--- src/rtl/bp_be_fe_queue_ckpt.sv ---
// Checkpointed circular fetch queue between the front end and the BE scheduler.
// Entries remain resident after issue until committed (deq), flushed (clr) or replayed (roll).
module bp_be_fe_queue_ckpt #(
    parameter int els_p   = 8,
    parameter int width_p = 64
) (
    input  logic               clk_i,
    input  logic               reset_i,

    input  logic [width_p-1:0] fe_queue_i,
    input  logic               fe_queue_v_i,
    output logic               fe_queue_ready_o,

    output logic [width_p-1:0] fe_queue_o,
    output logic               fe_queue_v_o,
    input  logic               fe_queue_yumi_i,

    input  logic               fe_queue_clr_i,
    input  logic               fe_queue_roll_i,
    input  logic               fe_queue_deq_i,
    output logic               fe_queue_empty_o
);

    localparam int idx_w = $clog2(els_p);
    localparam int ptr_w = idx_w + 1;

    logic [width_p-1:0] mem_q [els_p];
    logic [ptr_w-1:0]   wptr_q, wptr_d;
    logic [ptr_w-1:0]   rptr_q, rptr_d;
    logic [ptr_w-1:0]   cptr_q, cptr_d;
    logic [ptr_w-1:0]   cptr_inc;

    logic full;
    logic enq;
    logic yumi_ok;
    logic deq_ok;

    // Full when the index bits match but the wrap bits differ.
    assign full = (wptr_q[idx_w-1:0] == cptr_q[idx_w-1:0]) &&
                  (wptr_q[idx_w] != cptr_q[idx_w]);

    assign fe_queue_ready_o = ~full;
    assign fe_queue_v_o     = (rptr_q != wptr_q);
    assign fe_queue_empty_o = (wptr_q == cptr_q);
    assign fe_queue_o       = mem_q[rptr_q[idx_w-1:0]];

    assign enq     = fe_queue_v_i & ~full & ~fe_queue_clr_i & ~reset_i;
    assign yumi_ok = fe_queue_yumi_i & fe_queue_v_o;
    assign deq_ok  = fe_queue_deq_i & (cptr_q != rptr_q);

    assign cptr_inc = cptr_q + ptr_w'(deq_ok);

    always_comb begin
        wptr_d = wptr_q + ptr_w'(enq);
        rptr_d = rptr_q + ptr_w'(yumi_ok);
        cptr_d = cptr_inc;
        if (fe_queue_clr_i) begin
            rptr_d = wptr_q;
            cptr_d = wptr_q;
        end else if (fe_queue_roll_i) begin
            // Replay restarts from the commit point including this cycle's retire.
            rptr_d = cptr_inc;
        end
    end

    always_ff @(posedge clk_i) begin
        if (reset_i) begin
            wptr_q <= '0;
            rptr_q <= '0;
            cptr_q <= '0;
        end else begin
            wptr_q <= wptr_d;
            rptr_q <= rptr_d;
            cptr_q <= cptr_d;
        end
    end

    always_ff @(posedge clk_i) begin
        if (enq) begin
            mem_q[wptr_q[idx_w-1:0]] <= fe_queue_i;
        end
    end

endmodule

--- config.mk ---
export PLATFORM = sky130hd
export DESIGN_NAME = bp_be_fe_queue_ckpt
export DESIGN_NICKNAME = d
export VERILOG_FILES = /design/src/rtl/bp_be_fe_queue_ckpt.sv
export SDC_FILE = /design/constraint.sdc
export NUM_CORES = 1
export LEC_CHECK = 0
export BUFFER_PORTS_ARGS = -buffer_cell sky130_fd_sc_hd__buf_4
export CAP_MARGIN = 30
export CORE_MARGIN = 1
export CORE_UTILIZATION = 46
export DETAILED_ROUTE_END_ITERATION = 12
export PLACE_DENSITY = 0.74
export SLEW_MARGIN = 10
export SYNTH_ARGS = -nofsm -noshare
export SYNTH_HDL_FRONTEND = slang
export SYNTH_SLANG_ARGS = --single-unit
--- constraint.sdc ---
create_clock -name clk_i -period 5.6 [get_ports clk_i]
set_input_delay 0.28 -clock clk_i [delete_from_list [all_inputs] [get_ports clk_i]]
set_output_delay 0.28 -clock clk_i [all_outputs]
set_load 0.02 [all_outputs]
==> PnR_summary.wiki, run 1 <==
{| class="wikitable"
! Metric !! Value
|-
| Hold violation count in the final report || 0
|-
| Seq/Total Area, Yosys || around 78%
|-
| Floorplan row count || 76
|-
| Total CTS buffers || between 50 and 60
|-
| Wire length of the first global-routing pass || 58000 um
|-
| Largest family of logic cells by synthesized area || multiplexers
|-
| Flops & latches, synth || approximately 520
|-
| Number of global-route vias before repair || between 9000 and 10000
|-
| Post-synthesis instance total || around 840
|-
| Number of buffers inserted by port buffering || 137
|-
| Remaining antenna violation count || 0
|-
| Fraction of the mapped netlist area in simple logic gates || 0.932%
|-
| Skew-Pair Late Insertion Delay || approximately 0.57 ns
|-
| Cell area after synthesis || about 0.02 mm^2
|-
| Via-to-Cell Ratio || 5.35
|-
| Area after DPL || roughly 0.022 mm^2
|-
| Total power per unit cell area || ~330 mW/mm^2
|-
| Area fraction in compound gates after synthesis || less than 1%
|-
| All-layer global routing usage || 17.5%
|-
| Startpoint Class || flop
|-
| Number of enable-type register cells in the synthesized netlist || slightly above 500
|-
| Syn nets || a little over 900
|-
| Total Wirelength || around 38000 um
|-
| Highest-utilization routing layer at the global route stage || met2
|-
| Met1 demand-to-capacity share in global routing || about a quarter
|-
| Die boundary height || ~210 um
|-
| Critical Path End Type || output pin
|-
| Final-report setup violation count || 0
|-
| Post-cts gate resize count || 0
|-
| Htree depth || 2
|-
| Final routed wire length divided by cell count || approximately 22 um
|-
| Final slew viol count || 0
|-
| NetSw || about 1.6 mW
|-
| Maximum fanout count along the critical path || between 60 and 70
|-
| CTS root buffer || clkbuf_16
|-
| Overall die area || roughly 0.045 mm^2
|-
| Sum of negative setup slack || 0 ns
|-
| CP Data Arrival Time || between 3 and 4 ns
|-
| Final Core Density || between 50 and 60%
|-
| Clock-pin transition on the worst setup and hold timing paths || 0.06 ns
|-
| Clock tree from TritonCTS || yes
|-
| Slew HR || approximately 36%
|-
| Initial antenna violation count || 7
|-
| Power share of the combinational group || 5.5%
|-
| Via count || 9100
|-
| Initial Utilization || a little under half
|-
| Met3 track demand over resource || 3.17%
|-
| Achievable frequency || 283 MHz
|-
| Yosys warning count || 0
|-
| Maximum number of pins on one net before global-route repair || 62
|-
| Share of power burned in registers || 53.6%
|-
| Count of filler cells inserted in the layout || between 3000 and 4000
|-
| Fin crit share || between 60% and 70%
|-
| Total Nets Final || around 1100
|-
| Syn Area/Cell || ~24 um^2
|-
| Dpl hpwl || 22500 um
|-
| LEAKAGE || around 7.7 nW
|-
| Synth Area in Adders || less than 1%
|-
| Maximum Capacitance Violations || 0
|-
| Area of all placed cells without fillers || around 0.024 mm^2
|-
| Fraction of layout cells with a size suffix above 1 || 38.0%
|-
| Setup repair after global routing missed its margin || no
|-
| Switching power share of the total || 20.2%
|-
| I/O pin cnt || about 140
|-
| Data required time at the worst endpoint || 5.32 ns
|-
| Actual slew at the worst max-slew pin || around 0.96 ns
|-
| Worst setup path category || flop to output pin
|-
| Clock sink count || about 520
|-
| Iteration-0 DRC count of the detailed router || approximately 600
|-
| Ys flop type || edfxtp_1
|-
| Core footprint || 0.0431 mm^2
|-
| Grt ovf || 0
|-
| Area growth syn-to-layout || 20.3%
|-
| Multiplexer fraction of the synthesized cell area || between 10% and 20%
|-
| Share of the synthesized netlist area taken by xor and xnor gates || less than 1%
|-
| Power, Total || 8.10 mW
|-
| Worst vdd ir || between 200 and 300 uV
|-
| Hold crit path type || primary input to flop
|-
| Final setup skew || approximately 0.01 ns
|-
| Total iterations of the first detailed-routing run || 4
|-
| Internal || approximately 6.5 mW
|-
| Worst hold slack after final layout || 0.0502 ns
|-
| Largest buffer count on any clock path || 3
|-
| Fraction of registers with async set/reset || 0%
|-
| Routability congestion estimate from global placement || 0.826
|-
| Count of different cell masters after synthesis || 31
|-
| Status || finished, final reports clean
|-
| Die X || ~210 um
|-
| Global routing met2 resource utilization || 29.3%
|-
| Final Critical Period || 3.54 ns
|-
| Count of unresolved DRC violations after routing || 0
|-
| Relative contribution of the clock network to total power || between 40% and 50%
|}
## cell usage after synthesis (6+ instances only)
library cell / instances / area share [%]
buf_1: 11 / 0.21
clkbuf_1: 10 / 0.19
nor2_1: 17 / 0.32
buf_2: 10 / 0.25
mux4_1: 12 / 1.6
edfxtp_1: 512 / 76
xor2_1: 8 / 0.35
mux4_2: 116 / 13
buf_12: 9 / 0.90
dfxtp_1: 12 / 1.2
ha_1: 6 / 0.37
xnor2_1: 10 / 0.44
mux2_2: 64 / 3.6
## state kept, by name, indices dropped and copies added, names as in the netlist
name	cells
wptr_q	4
cptr_q	4
mem_q	512
rptr_q	4
## final timing paths
| path | end | cells past startpoint | startpoint | slack [ns] |
|---|---|---|---|---|
| min | rptr_q[3] | 3 | fe_queue_roll_i | 0.05 |
| max | fe_queue_o[7] | 4 | rptr_q[1] | 2.06 |
| max reg2reg | mem_q[5][24] | 5 | wptr_q[2] | 2.48 |
| min reg2reg | cptr_q[3] | 2 | wptr_q[3] | 0.57 |
## logic make-up after synthesis
group | Yosys count
muxes | 196
AOI/OAI and AO/OA | 9
xor gates and xnor gates | 18
DFF | 524
buffers and inverters | 43
adders and majority gates | 6
and+or+nand+nor | 39
## layout by cell type, fill, tap and decap left out, types with 4 or more instances in the layout
cell | netlist | final
buf_4 | 0 | 155
nand2b_1 | 4 | 4
bufinv_16 | 0 | 4
dfxtp_1 | 12 | 9
mux4_2 | 116 | 116
nor2_1 | 17 | 11
dlygate4sd3_1 | 0 | 65
nor2_4 | 0 | 6
mux2i_1 | 4 | 4
nand2_1 | 4 | 4
buf_16 | 0 | 5
mux4_1 | 12 | 12
ha_1 | 6 | 6
clkinv_1 | 0 | 16
a21oi_1 | 4 | 4
xnor2_1 | 10 | 10
mux2_2 | 64 | 64
clkbuf_16 | 0 | 53
edfxtp_1 | 512 | 512
xor2_1 | 8 | 8
clkinv_2 | 0 | 5
clkbuf_1 | 10 | 8
nand3_1 | 4 | 4
## area by class of cell
| type | instances | area, um^2 | area share (%) |
|---|---|---|---|
| antenna | 3 | 7.51 | 0.0310 |
| clock buffer | 61 | 1360 | 5.60 |
| clock inverter | 33 | 270 | 1.12 |
| multi-input combinational | 268 | 4240 | 17.5 |
| sequential | 524 | 15600 | 64.5 |
| tap | 585 | 732 | 3.02 |
| timing repair buffer | 227 | 1990 | 8.22 |
## stage by stage
stage                     std cells  setup slack (ns)
after floorplan                 835              1.37
after global placement         1533              2.32
after detailed placement       1539              2.42
after CTS                      1698              1.97
after global routing           1701              1.94
final                          1701              2.06
## critical path, stage by stage, from the launching register on
cell and delay (ns):
dfxtp_4 0.96, buf_4 0.74, mux4_2 0.42, mux2_2 0.33, buf_4 0.17
## metal layers
metal / vias up / share of wire (%) / routed length (um)
met4: 8 / 2.1 / 808
met3: 65 / 4.8 / 1830
li1: 4025 / - / -
met2: 210 / 51 / 19400
met5: - / 0.11 / 41
met1: 4792 / 42 / 16100
## repair_timing
item / in CTS / in global routing
buffers inserted: 0 / 0
setup endpoints to repair: 0 / 0
endpoints found under the hold margin: 524 / 0
hold buffers: 65 / 0
## power by group through the flow
stage	Sequential (mW)	Combinational, mW	Clock (mW)
finish	4.34	0.447	3.32
global route	4.34	0.479	3.53
CTS	4.34	0.455	3.39
detailed placement	4.43	0.413	0
global placement	4.43	0.395	0
floorplan	4.41	0.253	0
Power figures use the tool's default switching activity.
==> run 2, diff against run 1 <==
- ABC_AREA: not set -> 1
- clock period: 5.6 -> 3 ns (I/O delays scaled with it)
==> run 2 against run 1 <==
Compared with the run above: combinational power increased to 2.8 times the previous value; power increased by 94%; core utilization decreased by 0.27 points; routed wire length increased by 17%; global-route usage increased by 1.6 points; register-to-register slack got worse by 2.0 ns; critical path depth increased by 3; hold slack improved by 0.0059 ns; final cell count increased by 48%; area after synthesis increased by 3.6%; clock-buffer cell count decreased by 1; non-clock buffer count unchanged; largest power group unchanged; critical endpoint is now fe_queue_o[3].
==> PnR_summary.wiki, run 2 <==
{| class="wikitable"
! Metric !! Value
|-
| Total power per unit cell area || 632 mW/mm^2 (was 335 mW/mm^2)
|-
| Post-cts gate resize count || 0 (unchanged)
|-
| Switching power share of the total || 21.9% (was 20.2%)
|-
| Worst hold slack after final layout || 0.0561 ns (was 0.0502 ns)
|-
| Final routed wire length divided by cell count || 17.6 um (was 22.4 um)
|-
| Syn Area/Cell || 12.2 um^2 (was 24.1 um^2)
|-
| Final slew viol count || 0 (unchanged)
|-
| Remaining antenna violation count || 0 (unchanged)
|-
| Commonest cells after routing, fill and taps aside || 512 x edfxtp_1, 397 x nor2_1, 227 x nand2_1 (was 512 x edfxtp_1, 155 x buf_4, 116 x mux4_2)
|-
| Htree depth || 2 (unchanged)
|-
| Crit path cell chain || inv_6 -> buf_12 -> o21ai_0 -> o21ai_1 -> nand2_1 -> nand2_1 -> buf_4 (was buf_4 -> mux4_2 -> mux2_2 -> buf_4)
|-
| LEAKAGE || 8.73 nW (was 7.74 nW)
|-
| Maximum fanout count along the critical path || 94 (was 61)
|-
| Cell Count Post-Placement || 2354 (was 1539)
|-
| Syn nets || 1783 (was 912)
|-
| Clock-pin transition on the worst setup and hold timing paths || 0.06 ns (about the same)
|-
| Maximum Capacitance Violations || 0 (unchanged)
|-
| Dpl hpwl || 24000 um (was 22500 um)
|-
| Actual slew at the worst max-slew pin || 0.902 ns (was 0.956 ns)
|-
| Total CTS buffers || 50 (was 51)
|-
| Fraction of synthesized cell area taken by the top area cell type || 73.7% (was 76.4%)
|-
| Most area-consuming cells after synthesis || edfxtp_1 74%, nor2_1 7.3%, o21ai_1 4.9% (was edfxtp_1 76%, mux4_2 13%, mux2_2 3.6%)
|-
| Fin crit share || between 90% and 100%
|-
| Startpoint Class || flop (unchanged)
|-
| Most common library cell in the layout ignoring fill and taps || edfxtp_1 (unchanged)
|-
| NetSw || 3.44 mW (was 1.64 mW)
|-
| Slowest-stage cell, CP || inv_6 (was dfxtp_4)
|-
| Critical Path End Type || output pin (unchanged)
|-
| Iteration-0 DRC count of the detailed router || 1360 (was 609)
|-
| Area of all placed cells without fillers || 0.0249 mm^2 (was 0.0242 mm^2)
|-
| Non-filler instance count after layout || 2518 (was 1701)
|-
| CP Data Arrival Time || 2.56 ns (was 3.26 ns)
|-
| Worst vdd ir || 354 uV (was 251 uV)
|-
| Number of global-route vias before repair || 13100 (was 9715)
|-
| Setup repair bufs after CTS || 0 (unchanged)
|-
| Data required time at the worst endpoint || 2.85 ns (was 5.32 ns)
|-
| Largest buffer count on any clock path || 3 (unchanged)
|-
| Share of power burned in registers || 51.5% (was 53.6%)
|-
| Worst setup path category || flop to output pin (unchanged)
|-
| Internal || 12.3 mW (was 6.46 mW)
|-
| Overall die area || 0.0462 mm^2 (was 0.0446 mm^2)
|-
| Total iterations of the first detailed-routing run || 6 (was 4)
|-
| Ys flop type || edfxtp_1 (unchanged)
|-
| Total Wirelength || 44400 um (was 38100 um)
|-
| Cell occurring most often along the worst timing path || nand2_1 (was buf_4)
|-
| Largest area contributor in the netlist || edfxtp_1 (unchanged)
|-
| Initial Utilization || 46.9% (was 46.7%)
|-
| Achievable frequency || about 370 MHz
|-
| Fraction of layout cells with a size suffix above 1 || 12.9% (was 38.0%)
|-
| Via count || 13400 (was 9100)
|-
| Core footprint || 0.0444 mm^2 (was 0.0431 mm^2)
|-
| Clock sink count || 524 (unchanged)
|-
| Clock tree from TritonCTS || yes (unchanged)
|-
| Number of buffers inserted by port buffering || 137 (unchanged)
|-
| Number of enable-type register cells in the synthesized netlist || 512 (unchanged)
|-
| Number of flip-flops in the largest register || 512 (unchanged)
|-
| Number of buffers inserted by hold repair at cts || 68 (was 65)
|-
| Fraction of registers with async set/reset || 0% (unchanged)
|-
| Final setup skew || 0.0171 ns (was 0.00977 ns)
|-
| Count of different cell masters after synthesis || 24 (was 31)
|-
| Yosys warning count || 0 (unchanged)
|-
| Seq/Total Area, Yosys || 74.9% (was 77.6%)
|-
| Count of unresolved DRC violations after routing || 0 (unchanged)
|-
| I/O pin cnt || 138 (unchanged)
|-
| Total Nets Final || 1959 (was 1149)
|-
| Cell area after synthesis || 0.0208 mm^2 (was 0.0201 mm^2)
|-
| Initial antenna violation count || 5 (was 7)
|-
| Status || finished, final reports clean (unchanged)
|-
| Post-synthesis instance total || 1706 (was 835)
|-
| Worst stage delay on the critical path || 0.45 ns (was 0.96 ns)
|-
| Most frequent cells after synthesis || 512 x edfxtp_1, 405 x nor2_1, 227 x nand2_1, 205 x o21ai_1, 186 x o21ai_0 (was 512 x edfxtp_1, 116 x mux4_2, 64 x mux2_2, 17 x nor2_1)
|-
| Skew-Pair Late Insertion Delay || 0.56 ns (was 0.57 ns)
|-
| All-layer global routing usage || 19.1% (was 17.5%)
|-
| Hold crit path type || primary input to flop (unchanged)
|-
| Grt ovf || 0 (unchanged)
|-
| Via-to-Cell Ratio || 5.31 (was 5.35)
|-
| CTS root buffer || clkbuf_16 (unchanged)
|-
| Maximum number of pins on one net before global-route repair || 170 (was 62)
|-
| Relative contribution of the clock network to total power || 40.5% (was 40.9%)
|-
| Die X || 215 um (was 211 um)
|-
| Cell with the most instances after synthesis || edfxtp_1 (unchanged)
|-
| Power share of the combinational group || 8.0% (was 5.5%)
|-
| Final-report setup violation count || 0 (unchanged)
|-
| Routability congestion estimate from global placement || 0.811 (was 0.826)
|-
| Setup repair after global routing missed its margin || no (unchanged)
|-
| Final Critical Period || approximately 2.7 ns
|-
| Die boundary height || 215 um (was 211 um)
|-
| Area growth syn-to-layout || 19.2% (was 20.3%)
|-
| Flops & latches, synth || 524 (unchanged)
|-
| Hold violation count in the final report || 0 (unchanged)
|-
| Wire length of the first global-routing pass || 70300 um (was 58000 um)
|-
| Slew HR || 39.9% (was 36.2%)
|-
| Floorplan row count || 77 (was 76)
|-
| Area after DPL || 0.0225 mm^2 (was 0.0219 mm^2)
|}
[run 2: layout make-up]
class / count / area (um^2)
clock inverter: 32 / 357
antenna: 4 / 10.0
fill: 3451 / 19600
clock buffer: 60 / 1310
multi-input combinational: 1061 / 4670
timing repair buffer: 227 / 2070
tap: 592 / 741
inverter: 18 / 72.6
sequential: 524 / 15600
[run 2: critical path: cells and delay by family, from the launching register on]
kind | cells | cell delay [ns]
simple gates | 2 | 0.21
flops | 1 | 0.38
compound gates | 2 | 0.31
buf+inv | 3 | 1.02
[run 2: power groups by stage]
| stage | Combinational (mW) | Sequential, mW | Clock [mW] |
|---|---|---|---|
| floorplan | 0.706 | 8.24 | 0 |
| global placement | 1.15 | 8.25 | 0 |
| detailed placement | 1.18 | 8.25 | 0 |
| CTS | 1.26 | 8.09 | 6.46 |
| global route | 1.38 | 8.09 | 6.74 |
| finish | 1.25 | 8.09 | 6.36 |
[run 2: metal layers]
layer | up-vias | GRT usage, % | wire, um
met3 | 94 | 3.17 | 2440
met4 | 2 | 6.95 | 1230
li1 | 6364 | - | -
met2 | 427 | 31.4 | 21700
met1 | 6486 | 25.8 | 19100
met5 | - | 0 | 13
[run 2: worst paths after layout]
| kind | from | end | slack (ns) | cells past startpoint |
|---|---|---|---|---|
| worst max-delay path | rptr_q[0] | fe_queue_o[3] | 0.29 | 7 |
| worst max register to register | wptr_q[0] | mem_q[3][1] | 0.51 | 7 |
| worst min-delay path | fe_queue_deq_i | cptr_q[0] | 0.06 | 5 |
| worst min register to register | wptr_q[3] | wptr_q[3] | 0.55 | 2 |
[run 2: cell families (layout without fill, tap and decap cells)]
kind of cell	after synthesis	count (layout)	share of synthesized area [%]
buffers and inverters	121	337	3.01
xor gates and xnor gates	8	8	0.336
adders and majority gates	6	6	0.360
AOI/OAI and AO/OA	394	394	9.48
DFF	524	524	74.9
other	0	4	0
and+or+nand+nor	653	653	11.9
[run 2: per-stage QoR]
stage | worst slack (ns) | util [%] | TNS (ns) | total power, mW
after floorplan | -0.362 | - | -185.23 | 8.95
after global placement | 0.595 | 50.7 | 0 | 9.39
after detailed placement | 0.538 | 50.7 | 0 | 9.43
after CTS | 0.264 | 55.9 | 0 | 15.8
after global routing | 0.0788 | 56.0 | 0 | 16.2
final | 0.285 | 56.0 | 0 | 15.7
